[src/rtl/rom_seq_ctrl.sv]
// rom_seq_ctrl: walks a 1-bit synchronous pattern ROM from a base address,
// packs the serial bits MSB-first into WORD_W-bit words and hands each word
// to a consumer over a valid/ready handshake.
module rom_seq_ctrl #(
  parameter int unsigned ADDR_W = 7,
  parameter int unsigned WORD_W = 8,
  parameter int unsigned LEN_W  = 5
) (
  input  logic              clock,
  input  logic              reset,
  input  logic              start,
  input  logic [ADDR_W-1:0] base_addr,
  input  logic [LEN_W-1:0]  len_words,
  output logic              busy,
  output logic              done,
  output logic [ADDR_W-1:0] rom_address,
  input  logic              rom_q,
  output logic [WORD_W-1:0] word_data,
  output logic              word_valid,
  input  logic              word_ready
);

  localparam logic [1:0] S_IDLE  = 2'd0;
  localparam logic [1:0] S_FETCH = 2'd1;
  localparam logic [1:0] S_HOLD  = 2'd2;
  localparam logic [1:0] S_FIN   = 2'd3;

  localparam int unsigned ISS_W = $clog2(WORD_W + 1);
  localparam int unsigned CAP_W = $clog2(WORD_W);

  localparam logic [ISS_W-1:0] ISSUE_ONE  = ISS_W'(1);
  localparam logic [ISS_W-1:0] ISSUE_LAST = ISS_W'(WORD_W);
  localparam logic [CAP_W-1:0] CAP_ONE    = CAP_W'(1);
  localparam logic [CAP_W-1:0] CAP_LAST   = CAP_W'(WORD_W - 1);
  localparam logic [LEN_W-1:0] LEN_ONE    = LEN_W'(1);
  localparam logic [ADDR_W-1:0] ADDR_ONE  = ADDR_W'(1);

  logic [1:0]        state_q, state_d;
  logic              busy_q, busy_d;
  logic              done_q, done_d;
  logic [ADDR_W-1:0] addr_q, addr_d;
  logic [WORD_W-1:0] word_q, word_d;
  logic              valid_q, valid_d;
  logic [LEN_W-1:0]  rem_q, rem_d;
  logic [ISS_W-1:0]  issue_q, issue_d;
  logic [CAP_W-1:0]  cap_q, cap_d;
  // pipe_q[0]: rom_address holds an issued address; pipe_q[1]: rom_q holds its bit
  logic [1:0]        pipe_q, pipe_d;

  // Next-state logic: command accept, address issue, bit capture and handshake
  always_comb begin
    state_d = state_q;
    busy_d  = busy_q;
    done_d  = 1'b0;
    addr_d  = addr_q;
    word_d  = word_q;
    valid_d = valid_q;
    rem_d   = rem_q;
    issue_d = issue_q;
    cap_d   = cap_q;
    pipe_d  = {pipe_q[0], 1'b0};

    case (state_q)
      S_IDLE: begin
        if (start) begin
          busy_d = 1'b1;
          if (len_words != '0) begin
            rem_d     = len_words;
            addr_d    = base_addr;
            issue_d   = ISSUE_ONE;
            pipe_d[0] = 1'b1;
            state_d   = S_FETCH;
          end else begin
            state_d = S_FIN;
          end
        end
      end

      S_FETCH: begin
        if (issue_q != ISSUE_LAST) begin
          addr_d    = addr_q + ADDR_ONE;
          issue_d   = issue_q + ISSUE_ONE;
          pipe_d[0] = 1'b1;
        end
        if (pipe_q[1]) begin
          word_d = {word_q[WORD_W-2:0], rom_q};
          cap_d  = cap_q + CAP_ONE;
          if (cap_q == CAP_LAST) begin
            cap_d   = '0;
            valid_d = 1'b1;
            state_d = S_HOLD;
          end
        end
      end

      S_HOLD: begin
        // word_valid is always high here, so word_ready alone completes the handshake
        if (word_ready) begin
          valid_d = 1'b0;
          rem_d   = rem_q - LEN_ONE;
          if (rem_q != LEN_ONE) begin
            addr_d    = addr_q + ADDR_ONE;
            issue_d   = ISSUE_ONE;
            pipe_d[0] = 1'b1;
            state_d   = S_FETCH;
          end else begin
            state_d = S_FIN;
          end
        end
      end

      S_FIN: begin
        done_d  = 1'b1;
        busy_d  = 1'b0;
        state_d = S_IDLE;
      end

      default: begin
        state_d = S_IDLE;
      end
    endcase
  end

  // State registers with asynchronous abort on reset
  always_ff @(posedge clock or posedge reset) begin
    if (reset) begin
      state_q <= S_IDLE;
      busy_q  <= 1'b0;
      done_q  <= 1'b0;
      addr_q  <= '0;
      word_q  <= '0;
      valid_q <= 1'b0;
      rem_q   <= '0;
      issue_q <= '0;
      cap_q   <= '0;
      pipe_q  <= '0;
    end else begin
      state_q <= state_d;
      busy_q  <= busy_d;
      done_q  <= done_d;
      addr_q  <= addr_d;
      word_q  <= word_d;
      valid_q <= valid_d;
      rem_q   <= rem_d;
      issue_q <= issue_d;
      cap_q   <= cap_d;
      pipe_q  <= pipe_d;
    end
  end

  assign busy        = busy_q;
  assign done        = done_q;
  assign rom_address = addr_q;
  assign word_data   = word_q;
  assign word_valid  = valid_q;

endmodule

[config.mk]
export PLATFORM = sky130hd
export DESIGN_NAME = rom_seq_ctrl
export DESIGN_NICKNAME = d
export VERILOG_FILES = /design/src/rtl/rom_seq_ctrl.sv
export SDC_FILE = /design/constraint.sdc
export NUM_CORES = 1
export LEC_CHECK = 0
export BUFFER_PORTS_ARGS = -buffer_cell sky130_fd_sc_hd__buf_2
export CAP_MARGIN = 20
export CORE_MARGIN = 2
export CORE_UTILIZATION = 45
export DETAILED_ROUTE_END_ITERATION = 10
export GPL_TIMING_DRIVEN = 1
export PLACE_DENSITY = 0.63
export RECOVER_POWER = 25
export SLEW_MARGIN = 20
export SYNTH_ARGS = -nofsm -noshare
export SYNTH_HDL_FRONTEND = slang
export SYNTH_SLANG_ARGS = --single-unit
[constraint.sdc]
create_clock -name clock -period 2.18 [get_ports clock]
set_input_delay 0.436 -clock clock [delete_from_list [all_inputs] [get_ports clock]]
set_output_delay 0.436 -clock clock [all_outputs]
set_load 0.03 [all_outputs]
After elaboration in Yosys (flattened, before gate mapping)

Cells that the tools add are included.

Add/sub/neg operators: 4
Eq/ne operators: 13
Multiplexer cells: 37
Reductions and logical operators: 12

Operators with widths:

| cell                                             | count |
|---|---|
| two-way mux 7 bit                                | 5 |
| one-hot mux 7 bit (3 select lines)               | 1 |
| two-way mux 4 bit                                | 5 |
| two-way mux 5 bit                                | 3 |
| != test 2 bit, second input constant             | 7 |
| two-way mux 2 bit                                | 6 |
| one-hot mux 4 bit (3 select lines)               | 1 |
| AND reduction 4 bit                              | 3 |
| two-way mux 1 bit                                | 10 |
| one-hot mux 5 bit (2 select lines)               | 1 |
| one-hot mux 2 bit (4 select lines)               | 1 |
| adder 7 x 1 -> 7 bit, second input constant      | 1 |
| AND reduction 6 bit                              | 1 |
| nonzero test 2 bit                               | 3 |
| != test 5 x 1 -> 1 bit, second input constant    | 1 |
| nonzero test 5 bit                               | 1 |
| subtractor 5 x 1 -> 5 bit, second input constant | 1 |
| adder 4 x 1 -> 4 bit, second input constant      | 1 |
| equality test 2 bit, second input constant       | 2 |
| != test 4 bit, second input constant             | 1 |
| one-hot mux 1 bit (2 select lines)               | 2 |
| AND reduction 2 bit                              | 2 |
| adder 3 x 1 -> 3 bit, second input constant      | 1 |
| equality test 3 bit, second input constant       | 1 |
| 5 further kinds                                  | 5 |

Register bits: 34
Bits of input ports: 17
Output and inout bits: 18
Logic and storage cells: 76

Longest topological paths before layout

Gate-level depths: netlist of the first run.

Word-level depth: 4
Depth in mapped cells: 7
Gate-level depth less buffers: 6

Worst setup path after synthesis of the first run

Ideal clock, no wire load.

Path type: reg2reg
From: register state_q[0]
To: register addr_q[3], in the netlist rom_address[3]
Library setup time: 0.087 ns
Arrival: 1.691 ns
Data required time: 2.093 ns
Path slack: 0.403 ns
Cell stages (with the launch flop): 8
Path buffers: 2
Clock period less this slack: 1.777 ns
Path through: dfrtp_1 inv_1 ha_1 clkbuf_1 clkbuf_1 nor3b_1 nand4_1 o211ai_1

Longest elaborated chain between the ends: 3
Elaborated cells between the ends (all ways): 11
Classes of those cells: 7 x eq/ne; 1 x mux; 3 x reduce/logical

Ends and longest elaborated chain:

| item                                                                 | line | source |
|---|---|---|
| from (decl)                                                          | 38   | `logic [1:0] state_q, state_d;` |
| from (signal assigned)                                               | 138  | `state_q <= state_d;` |
| equality test 2 bit, or another cell as far along                    | 63   | `case (state_q)` |
| != test 2 bit (no line) / nonzero test 3 bit (equally long branches) | n/a  |  |
| AND reduction 6 bit (no line)                                        | n/a  |  |
| to (signal assigned)                                                 | 141  | `addr_q <= addr_d;` |
| to (decl)                                                            | 41   | `logic [ADDR_W-1:0] addr_q, addr_d;` |

Parallel ways exist; a longest one is shown, timed or not.
A chain may end at the register's enable or synchronous reset.

Final worst setup path of the first run

From: register state_q[0]
To: register issue_q[0]

Longest elaborated chain between the ends: 3
Elaborated cells between the ends (all ways): 11
Classes of those cells: 7 x eq/ne; 1 x mux; 3 x reduce/logical

Ends and longest elaborated chain:

| item                                                                 | line | source |
|---|---|---|
| equality test 2 bit, or another cell as far along                    | 63   |  |
| != test 2 bit (no line) / nonzero test 3 bit (equally long branches) | n/a  |  |
| AND reduction 6 bit (no line)                                        | n/a  |  |
| to (signal assigned)                                                 | 145  | `issue_q <= issue_d;` |
| to (decl)                                                            | 45   | `logic [ISS_W-1:0] issue_q, issue_d;` |

Parallel ways exist; a longest one is shown, timed or not.

==> results.md, run 1 <==
Logic synthesis:
- The share of the Yosys chip area taken by registers is 42.7%.
- The synthesized area is 0.00199 mm2.
- The warning count from the yosys run is 0.
- The net count after synthesis is 217.
- Counting every instance in the synthesized netlist gives 188.
- In this run, synthesis inferred 0 flip-flops with an integrated enable.
- The netlist uses 48 different library cells.
- The average instance area after synthesis is 10.6 um2.
- In the synthesized netlist the dominant register cell turns out to be sky130_fd_sc_hd__dfrtp_1.
- Of all flip-flops after synthesis, the portion carrying an async set or reset was 100%.
- The count of state elements after synthesis is 34.

CTS:
- The CTS tree is built.
- After clock tree synthesis, the clock-pin slew on the worst setup and hold paths is 0.07 ns.
- The number of H-tree levels is 2.
- The maximum buffer depth of the clock tree is 2.
- At the later pin of the worst-skew pair, clock insertion delay measures 0.28 ns.
- The buffer type at the clock tree root is sky130_fd_sc_hd__clkbuf_8.
- The TritonCTS sink count is 34.
- The number of CTS-inserted buffers is 5.

STA:
- Setup repair after global routing left no endpoint under its margin.
- The final total negative setup slack is 0 ns.
- Clock skew on the completed layout was measured at 0.00739 ns.
- The clock period could shrink to 2.00 ns.
- The max-slew headroom at the worst pin is 45.1%.
- Of the available clock period, the critical path in the final layout requires 91.9%.
- The slew at the pin closest to its max-slew limit is 0.824 ns.
- The tightest hold margin is 0.354 ns.
- The final-report max-slew violation count is 0.
- The hold violation count in the final report is 0.
- Setup violations remaining at the end of the flow were counted as 0.
- The highest clock rate is 499 MHz.

Pwr:
- The worst vdd rail ir drop is 0.741 mV.
- The leakage power summed over all cells is 0.00108 uW.
- The total power density per cell area is 1670 mW/mm2.

Floorplanning:
- The floorplan step defined a die boundary enclosing 0.00498 mm2.
- The horizontal die dimension is 70.6 um.
- The floorplan core area is 0.00432 mm2.
- For this configuration, the core starts out at a cell density of 46.1%.
- The die is 70.6 um tall.
- The top-level port count is 35.
- In this run the core area contains 24 standard-cell rows.

Global routing:
- The first global-routing pass estimated 6.84 mm of wire.
- The via count of the first global-routing pass is 1,461.
- Global routing used 17.2% of the available tracks.
- Global routing finished with a remaining overflow of 0.
- The maximum number of pins on one net before global-route repair is 35.
- The number of antenna violations at the first check in global routing is 0.

Layout:
- The repair_antennas step left the layout with diodes totalling 0.
- The area added between synthesis and finish is 17.3%.
- The number of nets in the finished design is 259.
- The ratio of cells with drive above 1 in the final layout is 32.0%.
- Once layout is complete, the cells apart from fillers number 283.
- Leaving out fill and tap cells, the most frequent cells in the layout are sky130_fd_sc_hd__dfrtp_1 (34), sky130_fd_sc_hd__buf_2 (34), sky130_fd_sc_hd__nand2_1 (14), sky130_fd_sc_hd__mux2_2 (12), sky130_fd_sc_hd__ha_1 (12).
- The layout has 404 filler cells.

Routing:
- The initial detailed-routing violation count is 69.
- Dividing the detail-routed wire length by the instance count gives 14.5 um.
- The average vias per placed instance is 5.55.
- The detail route stage leaves a number of antenna-violating nets equal to 0.
- The via total after detailed routing is 1,572.
- The number of DRC violations after detailed routing is 0.
- For this run, the detailed router's first-pass iteration total came to 4.
- The final layout contains routed wiring with a total length of 4.10 mm.

Critical path:
- Data on the critical path is required at its endpoint by 2.35 ns.
- The worst setup path is captured at a flip-flop.
- The kind of start point of the critical path is a flip-flop.
- The setup path with the least slack is of type reg -> reg.
- Data on the critical path arrives at its endpoint at 2.17 ns.
- Of all nets on the critical path, the largest fanout is 7.

Min path:
- The class of the most critical hold timing path is reg -> reg.

Run:
- The number of max-capacitance violations reported is 0.

Placed design:
- The number of buffers added on ports is 34.
- Routability-driven placement finished with a final weighted congestion of 0.823.
- In this run, placement finished with an instance count of 274.
- The detailed-placement wirelength estimate is 2.93 mm.

Status:
- The flow ran to the end, and the final reports show no timing, DRC or antenna violations.
path summary, 6_finish.rpt:
path / start / end / slack, ns / cells after the start
worst max-delay path: state_q[0] / issue_q[0] / 0.18 / 6
worst min-delay path: pipe_q[0] / pipe_q[1] / 0.35 / 0
worst max register to register: state_q[0] / issue_q[0] / 0.18 / 6
worst min register to register: pipe_q[0] / pipe_q[1] / 0.35 / 0
max in group asynchronous: reset / rem_q[3] / 1.28 / 3
min in group asynchronous: reset / issue_q[2] / 0.38 / 3
sequential cells by signal (all words and copies together), names as in the netlist:
signal and count:
word_data 8, pipe_q 2, state_q 2, busy 1, done 1, rom_address 7
rem_q 5, issue_q 4, cap_q 3, word_valid 1
what timing repair did:
| action | 4_1_cts | 5_1_grt |
|---|---|---|
| resized for setup | 0 | 0 |
| setup endpoints to repair | 0 | 1 |
| buffers inserted | 0 | 0 |
| hold buffers | 0 | 0 |
cell usage after synthesis (all sizes together), types with 2 or more instances:
master	number	area, um2
inv	11	41.3
nand3	8	40.0
nor2	6	22.5
nand2b	4	25.0
and3	5	31.3
buf	3	33.8
o41ai	2	17.5
nor4	2	12.5
and3b	2	21.3
ha	12	150
a21oi	11	55.1
a32o	2	20.0
nand2	14	52.6
clkbuf	5	18.8
nor3b	2	15.0
nor2b	3	18.8
or2b	2	16.3
mux2	13	146
o211ai	3	22.5
o21ai	7	35.0
dfrtp	34	851
a31oi	5	31.3
mux2i	2	20.0
nand4	5	31.3
o22ai	3	18.8
a41oi	3	26.3
nor3	3	26.3
report_power, final:
part | leakage [uW] | total [uW] | switching (uW) | internal [uW]
Combinational | 0.000626 | 2230 | 1300 | 935
Clock | 0.0000472 | 481 | 228 | 254
Sequential | 0.000410 | 1200 | 261 | 942
metrics by stage:
step	total power [uW]	area (um2)	setup WS, ns	util (%)
floorplan	2900	1990	0.403	-
global placement	3420	2240	0.238	51.7
detailed placement	3430	2240	0.203	51.7
CTS	3940	2330	0.180	53.9
global route	4260	2340	0.0340	54.1
finish	3920	2340	0.177	54.1
final cells by class:
cell class                 count  area (um2)  area share [%]
multi-input combinational    136        1060            45.3
clock inverter                 2        12.5           0.535
clock buffer                   6        82.6            3.53
sequential                    34         851            36.4
tap                           52        65.1            2.78
inverter                      11        41.3            1.77
timing repair buffer          42         228            9.74
cells by family (layout without fill, tap and decap cells):
family / count (synthesis) / count (layout) / share of synthesized area, %
AOI/OAI and AO/OA: 46 / 46 / 18.1
adders and majority gates: 12 / 12 / 7.53
buffers and inverters: 19 / 61 / 4.71
DFF: 34 / 34 / 42.7
muxes: 15 / 15 / 8.35
and+or+nand+nor: 62 / 63 / 18.6
routing by layer:
metal,global-route usage (%),vias to the layer above,part of all wire (%)
li1,-,793,-
met1,26.0,745,50
met2,25.1,32,45
met3,4.42,2,4.0
met4,3.77,0,0.41
met5,0,-,0
worst max-delay path: stages, from the launching register on:
cell	delay (ns)
sky130_fd_sc_hd__dfrtp_1	0.40
sky130_fd_sc_hd__inv_1	0.12
sky130_fd_sc_hd__ha_1	0.25
sky130_fd_sc_hd__or2b_2	0.35
sky130_fd_sc_hd__nand2_1	0.32
sky130_fd_sc_hd__nor3_2	0.14
sky130_fd_sc_hd__mux2_1	0.30
No activity file was read; power rests on OpenSTA's default activity.
==> inputs of run 2 (changes only) <==
--- a/config.mk
+++ b/config.mk
@@ -11,7 +11,7 @@
 export CORE_UTILIZATION = 45
 export DETAILED_ROUTE_END_ITERATION = 10
 export GPL_TIMING_DRIVEN = 1
-export PLACE_DENSITY = 0.63
+export PLACE_DENSITY = 0.66
 export RECOVER_POWER = 25
 export SLEW_MARGIN = 20
 export SYNTH_ARGS = -nofsm -noshare
==> constraint.sdc (replaced) <==
create_clock -name clock -period 1.65 [get_ports clock]
set_input_delay 0.33 -clock clock [delete_from_list [all_inputs] [get_ports clock]]
set_output_delay 0.33 -clock clock [all_outputs]
set_load 0.03 [all_outputs]
==> results.md, run 2 (same netlist as run 1, synthesis figures left out) <==
Status:
- Run status: complete, but fails checks (was finished clean).
- The checks that failed: negative setup slack.

CTS:
- The clock latency on the worst-skew pair is 0.29 ns (was 0.28 ns).
- The number of buffers added to fix hold violations after cts is 0 (unchanged).
- The CTS tree is built (unchanged).
- The TritonCTS sink count is 34 (unchanged).
- The buffer type at the clock tree root was sky130_fd_sc_hd__clkbuf_8 (unchanged).
- The number of H-tree levels is 2 (unchanged).
- The number of CTS-inserted buffers is 5 (unchanged).
- The clock edge transition at the registers on the reported setup and hold paths is 0.07 ns (about the same).
- The maximum buffer depth of the clock tree is 2 (unchanged).

Pwr:
- The post-route total power is 6350 uW (was 3920 uW).
- The total power density per cell area is 2230 mW/mm2 (was 1670 mW/mm2).
- The leakage power summed over all cells is 0.00136 uW (was 0.00108 uW).
- The worst vdd rail ir drop is 1.15 mV (was 0.741 mV).

Placed design:
- The instance area after placement came to 0.00257 mm2 (was 0.00224 mm2).
- The number of buffers added on ports is 34 (unchanged).
- The placer congestion estimate is 0.794 (was 0.823).
- The detailed-placement wirelength estimate came to 3.39 mm (was 2.93 mm).

STA:
- The final total negative setup slack is -1.52 ns (was 0 ns).
- Setup repair after global routing missed its margin: yes (was no).
- The max-slew headroom at the worst pin is 41.7% (was 45.1%).
- The highest clock rate is 556 MHz (was 499 MHz).
- The final setup violation count is 14 (was 0).
- The tightest hold margin came to 0.270 ns (was 0.354 ns).
- The post-route minimum period is 1.80 ns (was 2.00 ns).
- The slew at the pin closest to its max-slew limit is 0.875 ns (was 0.824 ns).
- The post-route clock period utilization is 109% (was 91.9%).
- The clock skew after layout came to 0.00322 ns (was 0.00739 ns).
- The setup slack after layout is -0.147 ns (was 0.177 ns).
- The hold violation count in the final report was 0 (unchanged).
- The final-report max-slew violation count is 0 (unchanged).

Critical path:
- The data required time at the worst endpoint is 1.82 ns (was 2.35 ns).
- CP Cell Sequence: inv_2, ha_2, nor4b_4, a221o_2, buf_12, o41ai_4, o21ai_1 (was inv_1, ha_1, or2b_2, nand2_1, nor3_2, mux2_1).
- The endpoint class of the critical path is a flip-flop (unchanged).
- The cell with the biggest individual delay on the critical path is sky130_fd_sc_hd__a221o_2 (was sky130_fd_sc_hd__dfrtp_1).
- The startpoint of the worst register-to-register path is rem_q[1] (was state_q[0]).
- The kind of start point of the critical path is a flip-flop (unchanged).
- The critical path arrival is 1.97 ns (was 2.17 ns).
- The setup slack on the worst flop-to-flop path is -0.15 ns (was 0.18 ns).
- The start-to-end type of the worst setup path is reg -> reg (unchanged).
- The highest fanout seen on the critical path is 3 (was 7).
- The cell count of the worst reg-to-reg path was 7 (was 6).
- The endpoint of the worst-slack reg-to-reg timing path is rom_address[0] (was issue_q[0]).
- The largest incremental delay on the critical path is 0.45 ns (was 0.40 ns).

Floorplanning:
- The horizontal die dimension is 70.6 um (unchanged).
- The number of rows created at floorplan came to 24 (unchanged).
- The top-level port count is 35 (unchanged).
- The effective utilization at floorplan is 46.1% (unchanged).
- The floorplan core area is 0.00432 mm2 (unchanged).
- The die area came to 0.00498 mm2 (unchanged).
- The floorplan die height came to 70.6 um (unchanged).

Global routing:
- The number of antenna violations at the first check in global routing is 0 (unchanged).
- The global-route wire length before repair was 8.23 mm (was 6.84 mm).
- The global-route met2 utilization is 36.0% (was 25.1%).
- The global-route congestion overflow total is 0 (unchanged).
- The total routing usage reported by global routing was 21.0% (was 17.2%).
- The global-route track usage on met3 was 5.84% (was 4.42%).
- The fraction of met1 tracks used by global routing is 25.7% (was 26.0%).
- The most crowded layer after global routing is met2 (was met1).
- The via count of the first global-routing pass is 1,834 (was 1,461).
- The maximum number of pins on one net before global-route repair was 35 (unchanged).

Routing:
- The via total after detailed routing was 1,810 (was 1,572).
- The routed wirelength normalized by instance count came to 15.3 um (was 14.5 um).
- The aggregate routed wire length was 4.99 mm (was 4.10 mm).
- The number of search-and-repair iterations in the first detailed-routing pass is 4 (unchanged).
- The initial detailed-routing violation count is 80 (was 69).
- The number of DRC violations after detailed routing was 0 (unchanged).
- The average vias per placed instance is 5.55 (about the same).
- The number of antenna-violating nets in the routed design is 0 (unchanged).

Layout:
- The flip-flop count of the largest register, all copies and words added is 8 (unchanged).
- The share of the core filled with cells in the final layout was 66.0% (was 54.1%).
- The number of nets in the finished design was 302 (was 259).
- The ratio of cells with drive above 1 in the final layout came to 51.8% (was 32.0%).
- The library cell used most frequently in the layout, excluding fill and tap cells, is sky130_fd_sc_hd__buf_4.
- Top library cells by usage in the layout, fill and taps aside: sky130_fd_sc_hd__buf_4 (40), sky130_fd_sc_hd__dfrtp_1 (34), sky130_fd_sc_hd__buf_2 (34), sky130_fd_sc_hd__nand2_1 (12), sky130_fd_sc_hd__mux2_2 (11) (was sky130_fd_sc_hd__dfrtp_1 (34), sky130_fd_sc_hd__buf_2 (34), sky130_fd_sc_hd__nand2_1 (14), sky130_fd_sc_hd__mux2_2 (12), sky130_fd_sc_hd__ha_1 (12)).
- The final cell area excluding filler cells was 0.00285 mm2 (was 0.00234 mm2).
- The total inserted antenna cells is 0 (unchanged).
- The area added between synthesis and finish came to 43.1% (was 17.3%).

Min path:
- The class of the most critical hold timing path is in -> reg (was reg -> reg).
- The worst hold path depth was 2 (was 0).
- The worst hold path endpoint is word_data[0] (was pipe_q[1]).
- The worst min-delay path startpoint is rom_q (was pipe_q[0]).

Run:
- The number of max-capacitance violations reported is 0 (unchanged).
==> run 2: critical path: cells and delay by family, from the launching register on <==
family / cells / cell delay, ns
AO/OA/AOI/OAI: 3 / 0.82
adder cells (fa/ha/maj): 1 / 0.16
buffers and inverters: 2 / 0.20
flip-flops: 1 / 0.37
AND/OR/NAND/NOR: 1 / 0.13
==> run 2: worst max-delay path by stage <==
stage | from | end | slack [ns] | depth (start not counted)
6_report | rem_q[1] | rom_address[0] | -0.15 | 7
5_1_grt | rem_q[1] | rom_address[0] | -0.22 | 7
4_1_cts | issue_q[0] | rom_address[0] | -0.13 | 7
3_5_place_dp | state_q[0] | issue_q[0] | -0.24 | 7
3_3_place_gp | len_words[2] | rem_q[0] | -0.19 | 6
2_1_floorplan | state_q[1] | issue_q[0] | -0.07 | 6
==> run 2: layer usage <==
layer,part of all wire [%],wire (um)
met1,43,2160
met2,50,2520
met3,4.8,239
met4,1.5,77
met5,0,0
==> run 2: power by group <==
part	total, uW	internal, uW	switching [uW]
Sequential	1550	1240	311
Combinational	4140	2040	2100
Clock	656	335	321
Total	6350	3620	2730
==> run 2: per-stage QoR <==
| stage | worst slack (ns) | std cells |
|---|---|---|
| floorplan | -0.0709 | 188 |
| global placement | -0.194 | 311 |
| detailed placement | -0.238 | 311 |
| CTS | -0.133 | 323 |
| global route | -0.216 | 326 |
| finish | -0.147 | 326 |
==> run 2: final cells by class <==
cell class | count | area (um2)
inverters | 11 | 41.3
clock buffers | 6 | 82.6
clock inverters | 2 | 12.5
flip-flops and latches | 34 | 851
multi-input cells | 135 | 1170
repair buffers | 86 | 631
well taps | 52 | 65.1
fillers | 364 | 1470
==> run 2: what timing repair did <==
item	in CTS	in global routing
endpoints found under the setup margin	28	30
gates resized for setup	24	10
buffers inserted	4	2
cloned	0	1
pin swaps	7	6
==> inputs of run 3 (changes only) <==
--- a/config.mk
+++ b/config.mk
@@ -11,6 +11,7 @@
 export CORE_UTILIZATION = 45
 export DETAILED_ROUTE_END_ITERATION = 10
 export GPL_TIMING_DRIVEN = 1
+export MAX_ROUTING_LAYER = met4
 export PLACE_DENSITY = 0.66
 export RECOVER_POWER = 25
 export SLEW_MARGIN = 20
==> results.md, run 3 (same netlist as run 1, synthesis figures left out) <==
Placed design:
- The post-placement worst setup slack is -0.238 ns (unchanged).
- The detailed-placement wirelength estimate came to 3.39 mm (unchanged).
- The instance area after placement is 0.00257 mm2 (unchanged).
- The placer congestion estimate is 0.805 (was 0.794).
- The number of buffers added on ports is 34 (unchanged).

CTS:
- The number of buffers added to fix hold violations after cts is 0 (unchanged).
- The TritonCTS sink count was 34 (unchanged).
- The buffer type at the clock tree root is sky130_fd_sc_hd__clkbuf_8 (unchanged).
- The number of CTS-inserted buffers came to 5 (unchanged).
- The maximum buffer depth of the clock tree is 2 (unchanged).
- The CTS tree is built (unchanged).
- The clock latency on the worst-skew pair was 0.29 ns (about the same).
- The number of H-tree levels was 2 (unchanged).
- The clock edge transition at the registers on the reported setup and hold paths is 0.07 ns (about the same).

Floorplanning:
- The floorplan die height is 70.6 um (unchanged).
- The horizontal die dimension is 70.6 um (unchanged).
- The die area was 0.00498 mm2 (unchanged).
- The number of rows created at floorplan was 24 (unchanged).
- The floorplan core area is 0.00432 mm2 (unchanged).
- The effective utilization at floorplan is 46.1% (unchanged).
- The top-level port count is 35 (unchanged).

Routing:
- The via total after detailed routing is 1,826 (was 1,810).
- The number of DRC violations after detailed routing came to 0 (unchanged).
- The number of search-and-repair iterations in the first detailed-routing pass came to 4 (unchanged).
- The routed wirelength normalized by instance count was 15.3 um (about the same).
- The number of antenna-violating nets in the routed design is 0 (unchanged).
- The initial detailed-routing violation count is 89 (was 80).
- The aggregate routed wire length is 4.99 mm (about the same).
- The average vias per placed instance came to 5.60 (was 5.55).

STA:
- The clock skew after layout was 0.00319 ns (was 0.00322 ns).
- The post-route clock period utilization is 109% (about the same).
- The slew at the pin closest to its max-slew limit is 0.875 ns (about the same).
- The final setup violation count is 14 (unchanged).
- Setup repair after global routing missed its margin: yes (unchanged).
- The post-route minimum period is 1.80 ns (about the same).
- The setup slack after layout is -0.147 ns (about the same).
- The final-report max-slew violation count is 0 (unchanged).
- The hold violation count in the final report is 0 (unchanged).
- The highest clock rate is 557 MHz (was 556 MHz).
- The max-slew headroom at the worst pin is 41.6% (was 41.7%).

Critical path:
- The data required time at the worst endpoint is 1.82 ns (about the same).
- The start-to-end type of the worst setup path was reg -> reg (unchanged).
- The endpoint class of the critical path is a flip-flop (unchanged).
- The critical path arrival is 1.97 ns (about the same).
- The largest incremental delay on the critical path is 0.45 ns (about the same).
- The kind of start point of the critical path is a flip-flop (unchanged).
- The cell with the biggest individual delay on the critical path is sky130_fd_sc_hd__a221o_2 (unchanged).
- The highest fanout seen on the critical path came to 3 (unchanged).
- The setup slack on the worst flop-to-flop path is -0.15 ns (about the same).
- CP Cell Sequence: inv_2, ha_2, nor4b_4, a221o_2, buf_12, o41ai_4, o21ai_1 (unchanged).

Layout:
- The number of nets in the finished design is 302 (unchanged).
- The ratio of cells with drive above 1 in the final layout came to 51.8% (unchanged).
- The flip-flop count of the largest register, all copies and words added is 8 (unchanged).
- The final cell area excluding filler cells is 0.00285 mm2 (unchanged).
- The most common library cell in the layout ignoring fill and taps was sky130_fd_sc_hd__buf_4 (unchanged).
- The area occupied by multi-input gates came to 0.00117 mm2 (unchanged).
- The area used by sequential logic in the layout was 851 um2 (unchanged).
- The total inserted antenna cells came to 0 (unchanged).
- The area added between synthesis and finish was 43.1% (unchanged).
- The number of inserted filler cells in the final layout is 364 (unchanged).
- Top library cells by usage in the layout, fill and taps aside: sky130_fd_sc_hd__buf_4 (40), sky130_fd_sc_hd__dfrtp_1 (34), sky130_fd_sc_hd__buf_2 (34), sky130_fd_sc_hd__nand2_1 (12), sky130_fd_sc_hd__mux2_2 (11) (unchanged).

Status:
- Run status: complete, but fails checks (unchanged).
- Failing checks: negative setup slack (unchanged).

Pwr:
- The leakage power summed over all cells is 0.00136 uW (unchanged).
- The sequential group share of total power is 24.5% (about the same).
- The reported net switching power is 2730 uW (about the same).
- The clock network fraction of total power is 10.3% (about the same).
- The internal power consumption was 3620 uW (about the same).
- The combinational fraction of design power is 65.2% (about the same).
- The switching part of the total power is 43.0% (about the same).
- The total power density per cell area is 2230 mW/mm2 (about the same).
- The worst vdd rail ir drop came to 1.15 mV (about the same).

Global routing:
- The global-route wire length before repair is 8.22 mm (was 8.23 mm).
- The number of antenna violations at the first check in global routing is 0 (unchanged).
- The total routing usage reported by global routing is 21.6% (was 21.0%).
- The maximum number of pins on one net before global-route repair was 35 (unchanged).
- The via count of the first global-routing pass is 1,836 (was 1,834).
- The global-route congestion overflow total came to 0 (unchanged).

Run:
- The number of max-capacitance violations reported came to 0 (unchanged).

Min path:
- The class of the most critical hold timing path was in -> reg (unchanged).
## run 3: final cells by class
class / instances / share of cell area, %
inverter: 11 / 1.45
sequential: 34 / 29.8
timing repair buffer: 86 / 22.1
clock buffer: 6 / 2.89
multi-input combinational: 135 / 41.0
clock inverter: 2 / 0.439
tap: 52 / 2.28
## run 3: repair_timing
item	4_1_cts	5_1_grt
gates resized for setup	24	10
pin swaps	7	6
buffers inserted	4	2
setup endpoints to repair	28	30
cloned	0	1
## run 3: power groups by stage
stage	registers (uW)	clock network [uW]	logic (uW)
final	1550	656	4150
after global placement	1540	0	3620
after global routing	1610	718	4500
after floorplan	1970	0	1940
after CTS	1550	673	3960
after detailed placement	1550	0	3690
## run 3: final timing paths
check,cells after the start,end,from
max in group asynchronous,3,rom_address[6],reset
worst min register to register,0,pipe_q[1],pipe_q[0]
worst min-delay path,2,word_data[0],rom_q
worst max-delay path,7,rom_address[0],rem_q[1]
min in group asynchronous,3,state_q[1],reset
worst max register to register,7,rom_address[0],rem_q[1]
## run 3: worst max-delay path: cells and delay by family, from the launching register on
kind                       cells  cell delay [ns]
AOI/OAI and AO/OA              3             0.82
adders and majority gates      1             0.16
buffers and inverters          2             0.20
DFF                            1             0.37
and+or+nand+nor                1             0.13
## run 3: metal layers
layer	global-route usage (%)	vias to the layer above	share of wire, %
met3	5.84	6	4.9
met1	25.5	895	44
met2	36.1	48	50
met5	-	-	0
met4	6.92	0	1.5
li1	-	877	-
## run 3: metrics by stage
| stage | utilization (%) | TNS, ns | hold WS, ns | cells | power [uW] |
|---|---|---|---|---|---|
| CTS | 64.2 | -0.981 | 0.141 | 323 | 6180 |
| global route | 66.0 | -3.06 | 0.253 | 326 | 6830 |
| finish | 66.0 | -1.53 | 0.270 | 326 | 6360 |
| detailed placement | 59.5 | -2.93 | 0.343 | 311 | 5240 |
| global placement | 59.5 | -2.25 | 0.337 | 311 | 5160 |
| floorplan | - | -0.385 | 0.331 | 188 | 3910 |
